File: config.mk
export PLATFORM = sky130hd
export DESIGN_NAME = fir_filter_flat
export DESIGN_NICKNAME = d
export VERILOG_FILES = /design/src/rtl/fir_filter_if.sv /design/src/rtl/fir_filter.sv /design/src/flat_wrapper.sv
export SDC_FILE = /design/constraint.sdc
export NUM_CORES = 1
export LEC_CHECK = 0
export ABC_AREA = 1
export CORE_MARGIN = 2
export CORE_UTILIZATION = 55
export CTS_CLUSTER_DIAMETER = 40
export DETAILED_ROUTE_END_ITERATION = 7
export PLACE_DENSITY_LB_ADDON = 0.3
export RECOVER_POWER = 25
export SLEW_MARGIN = 20
export SYNTH_ARGS = -nofsm -noshare
export SYNTH_HDL_FRONTEND = slang
export SYNTH_SLANG_ARGS = --single-unit
export TNS_END_PERCENT = 50
File: constraint.sdc
create_clock -name clk -period 13.46 [get_ports clk]
set_input_delay 3.365 -clock clk [delete_from_list [all_inputs] [get_ports clk]]
set_output_delay 3.365 -clock clk [all_outputs]
set_load 0.01 [all_outputs]
File: src/rtl/fir_filter_if.sv
// Sample-stream bundle for fir_filter: x_in from the source, y_out to consumers.
interface fir_filter_if #(
  parameter int WIDTH = 16
);
  logic signed [WIDTH-1:0] x_in;
  logic signed [WIDTH-1:0] y_out;

  modport master (output x_in, input  y_out);
  modport slave  (input  x_in, output y_out);
endinterface

File: src/rtl/fir_filter.sv
// Eight-tap direct-form FIR on a Q4.12 stream, one rounded registered output per clock.
// Define FIR_SATURATE_EN to clamp out-of-range results; otherwise they wrap to WIDTH bits.
module fir_filter #(
  parameter int WIDTH = 16,
  parameter int FRAC  = 12,
  parameter logic [8*WIDTH-1:0] COEFFS = {16'hFFC0, 16'h0000, 16'h0240, 16'h0600,
                                          16'h0600, 16'h0240, 16'h0000, 16'hFFC0}
) (
  input  logic         clk,
  input  logic         rst,
  fir_filter_if.slave  bus
);

  localparam int NTAPS = 8;
  localparam int ACC_W = 2*WIDTH + 3;
  localparam logic signed [ACC_W-1:0] RND = ACC_W'(1) <<< (FRAC-1);

  // History only needs x[n-1]..x[n-7]; x[n] comes straight from the input.
  logic signed [WIDTH-1:0] r_d [1:NTAPS-1];
  logic signed [WIDTH-1:0] r_y;

  logic signed [WIDTH-1:0] w_x [0:NTAPS-1];
  logic signed [WIDTH-1:0] w_h [0:NTAPS-1];
  logic signed [ACC_W-1:0] w_acc;
  logic signed [WIDTH-1:0] w_y;

  always_comb begin
    w_x[0] = bus.x_in;
    for (int unsigned k = 1; k < NTAPS; k++) begin
      w_x[k] = r_d[k];
    end
  end

  // MSB slice of COEFFS is h[0].
  always_comb begin
    for (int unsigned k = 0; k < NTAPS; k++) begin
      w_h[k] = COEFFS[(NTAPS-1-k)*WIDTH +: WIDTH];
    end
  end

  always_comb begin
    w_acc = '0;
    for (int unsigned k = 0; k < NTAPS; k++) begin
      w_acc = w_acc + ACC_W'(w_x[k] * w_h[k]);
    end
  end

`ifdef FIR_SATURATE_EN
  localparam logic signed [ACC_W-1:0] SMAX = {{(ACC_W-WIDTH+1){1'b0}}, {(WIDTH-1){1'b1}}};
  localparam logic signed [ACC_W-1:0] SMIN = {{(ACC_W-WIDTH+1){1'b1}}, {(WIDTH-1){1'b0}}};
  logic signed [ACC_W-1:0] w_res;

  always_comb begin
    w_res = (w_acc + RND) >>> FRAC;
    w_y   = WIDTH'(w_res);
    if (w_res > SMAX) begin
      w_y = {1'b0, {(WIDTH-1){1'b1}}};
    end else if (w_res < SMIN) begin
      w_y = {1'b1, {(WIDTH-1){1'b0}}};
    end
  end
`else
  always_comb begin
    w_y = WIDTH'((w_acc + RND) >>> FRAC);
  end
`endif

  always_ff @(posedge clk or posedge rst) begin
    if (rst) begin
      for (int unsigned k = 1; k < NTAPS; k++) begin
        r_d[k] <= '0;
      end
      r_y <= '0;
    end else begin
      r_d[1] <= bus.x_in;
      for (int unsigned k = 2; k < NTAPS; k++) begin
        r_d[k] <= r_d[k-1];
      end
      r_y <= w_y;
    end
  end

  assign bus.y_out = r_y;

endmodule

File: src/flat_wrapper.sv
// flat-port wrapper written by rule: the top's interface ports become plain ports
module fir_filter_flat 
#(
  parameter int WIDTH = 16,
  parameter int FRAC  = 12,
  parameter logic [8*WIDTH-1:0] COEFFS = {16'hFFC0, 16'h0000, 16'h0240, 16'h0600,
                                          16'h0600, 16'h0240, 16'h0000, 16'hFFC0}
)
  (clk, rst, bus_x_in, bus_y_out);
  fir_filter_if #(.WIDTH(WIDTH)) bus_i ();
  input  logic clk;
  input  logic rst;
  input wire logic [$bits(bus_i.x_in)-1:0] bus_x_in;
  output wire logic [$bits(bus_i.y_out)-1:0] bus_y_out;
  assign bus_i.x_in = bus_x_in;
  assign bus_y_out = bus_i.y_out;
  fir_filter #(.WIDTH(WIDTH), .FRAC(FRAC), .COEFFS(COEFFS)) u_core (.clk(clk), .rst(rst), .bus(bus_i));
endmodule
==> out/qor.yml <==
synth_fa_ha_area_share_pct: 34.8
setup_viol: 0
r2r_start: "u_core.r_d[65]"
dp_hpwl_um: 17700
ys_top_cells_by_area: "dfrtp_1, ha_1, fa_1"
drv_cap: 0
cts-buffers-inserted: 17
cts_sinks: 128
via_per_inst: 5.40
hold_path_class: "reg -> reg"
ctsHoldBuffers: 0
ff2ff_path_depth: 28
fin_setup_tns_ns: 0
synth_nets: 1328
io_pins: 34
yosysTopAreaCellShare_pct: 31.3
nFillCells: 1414
grt_first_pass_wirelength_um: 35800
die_h_um: 140
cts-resized-gates: 0
synth-seq-cells: 128
drt_iter0_markers: 361
yosys.area_share.simple_pct: 13.9
first_global_vias: 7487
rsz0062_at_grt: "no"
nNetsFinal: 1381
multiInputGateArea_sq_um: 6370
synth_compound_area_share_pct: 5.95
max_freq_mhz: 121
synthToLayoutAreaGrowth_pct: 12.2
clk_pin_slew_ns: 0.06
endpoint: "u_core.bus.y_out[13]"
drtAntennaViolNets: 0
timing.final.ws_setup_ns: 5.19
cp-end-kind: "flop"
synthDistinctLibCells: 32
antenna_found_initial: 0
worst_slew_margin_rel_pct: 44.1
routabilityCongestion: 0.921
drc: 0
cp_slowest_cell: "fa_1"
yosys.area.top_type: "dfrtp_1"
clk-insertion-delay-late_ns: 0.43
ys_warn_count: 0
grt_use_total_pct: 23.9
netlist_instances: 1074
min_period_over_period_pct: 61.4
cp.required_ns: 13.78
drv_slew: 0
layout_min_cycle_time_ns: 8.27
num_vias: 7393
root_buffer: "clkbuf_16"
die_w_um: 140
crit_path_max_fanout: 4
routedWlPerCell_um: 16.2
syn_avg_cell_area_sq_um: 9.52
placed_cell_area_sq_um: 10900
start_util_pct: 56.5
coreArea_sq_um: 18100
row_count: 49
synth_top_family_by_area: "adder cells"
rrSetupSlack_ns: 7.68
skew_ns: 0.00870
synth_most_common_cell: "nand2_1"
htree_num_levels: 4
hold_viol: 0
cp.arrival_ns: 8.59
critPathMaxStageDelay_ns: 0.52
worst_pin_slew_ns: 0.839
cp_common_cell: "nand2_1"
die-area_sq_um: 19700
place_ws_ns: 4.78
synth-edff-count: 0
io_buffers: 33
n_antenna_cell: 0
path_class: "in -> reg"
synth_xor_xnor_area_share_pct: 7.71
clockBufferDepth: 2
regArea_sq_um: 3200
ys.flop_type: "dfrtp_1"
syn_area_sq_um: 10200
crit_path_start_kind: "input port"
wl_um: 22200
post_cts_buffers: 0
status: "finished, final reports clean"
synth_mux_area_share_pct: 0
async_flop_share_pct: 100
drive_above_1_share_pct: 3.86
startpoint: "bus_x_in[0]"
drt_first_pass_iters: 5
grt_max_degree: 69
stdcell_area_sq_um: 11500
reg2reg_to: "u_core.bus.y_out[15]"
cts_tree: "built"
overflow: 0
ys_top_cells_by_count: "nand2_1, inv_1, ha_1"
ys_seq_area_share_pct: 31.3
## worst min-delay path by stage
stage	startpoint	to	slack (ns)	cells past startpoint
after CTS	u_core.r_d[20]	u_core.r_d[4]	0.34	0
after floorplan	u_core.r_d[16]	u_core.r_d[0]	0.33	0
after global routing	u_core.r_d[23]	u_core.r_d[7]	0.35	0
final	u_core.r_d[17]	u_core.r_d[1]	0.34	0
after global placement	u_core.r_d[96]	u_core.r_d[80]	0.33	0
after detailed placement	u_core.r_d[18]	u_core.r_d[2]	0.33	0
## sequential cells by signal, summed over array words and instances (netlist names)
| name | count |
|---|---|
| u_core.bus.y_out | 16 |
| u_core.r_d | 112 |
## metrics by stage
| stage | utilization, % | hold slack (ns) | std cells |
|---|---|---|---|
| 5_1_grt | 63.4 | 0.346 | 1369 |
| 3_5_place_dp | 60.0 | 0.335 | 1337 |
| 2_1_floorplan | - | 0.331 | 1074 |
| 3_3_place_gp | 60.0 | 0.331 | 1337 |
| 4_1_cts | 63.4 | 0.344 | 1369 |
| 6_report | 63.4 | 0.343 | 1369 |
## worst max-delay path, delay by kind of cell
family	cells	cell delay [ns]
simple gates	15	1.76
compound gates	2	0.33
fa+ha+maj	6	2.31
buf+inv	6	0.81
## logic make-up after synthesis
| family | Yosys count |
|---|---|
| AND/OR/NAND/NOR | 335 |
| adder cells (fa/ha/maj) | 236 |
| buffers and inverters | 173 |
| flip-flops | 128 |
| AO/OA/AOI/OAI | 112 |
| XOR/XNOR | 90 |
## routing by layer
metal,share of wire (%),track usage [%]
met5,0,0
met1,47,33.1
met2,46,38.2
met4,1.9,7.18
met3,5.0,5.06
## layout make-up
type,instances,share of cell area (%)
multi-input cells,773,55.5
flip-flops and latches,128,27.9
inverters,173,5.71
clock buffers,20,3.98
repair buffers,34,2.95
well taps,229,2.50
clock inverters,12,1.40
## cell usage in the layout (no fill, tap or decap), types with 4 or more instances in the layout
cell type / Yosys / routed
dfrtp_1: 128 / 128
nand2_1: 180 / 180
clkinvlp_4: 0 / 4
a21oi_1: 73 / 73
xor2_1: 60 / 60
ha_1: 156 / 156
a31oi_1: 7 / 7
clkinv_4: 0 / 4
nor2_1: 72 / 72
nand3_1: 58 / 58
o21ai_0: 18 / 18
inv_1: 170 / 169
clkdlybuf4s50_1: 0 / 33
clkbuf_16: 0 / 17
fa_1: 80 / 80
a21o_1: 7 / 7
xnor2_1: 30 / 30
nor3_1: 8 / 8
Power is left out: the tool's default activity adds up to more than one toggle a clock period on the data nets, which glitch-free logic cannot reach.
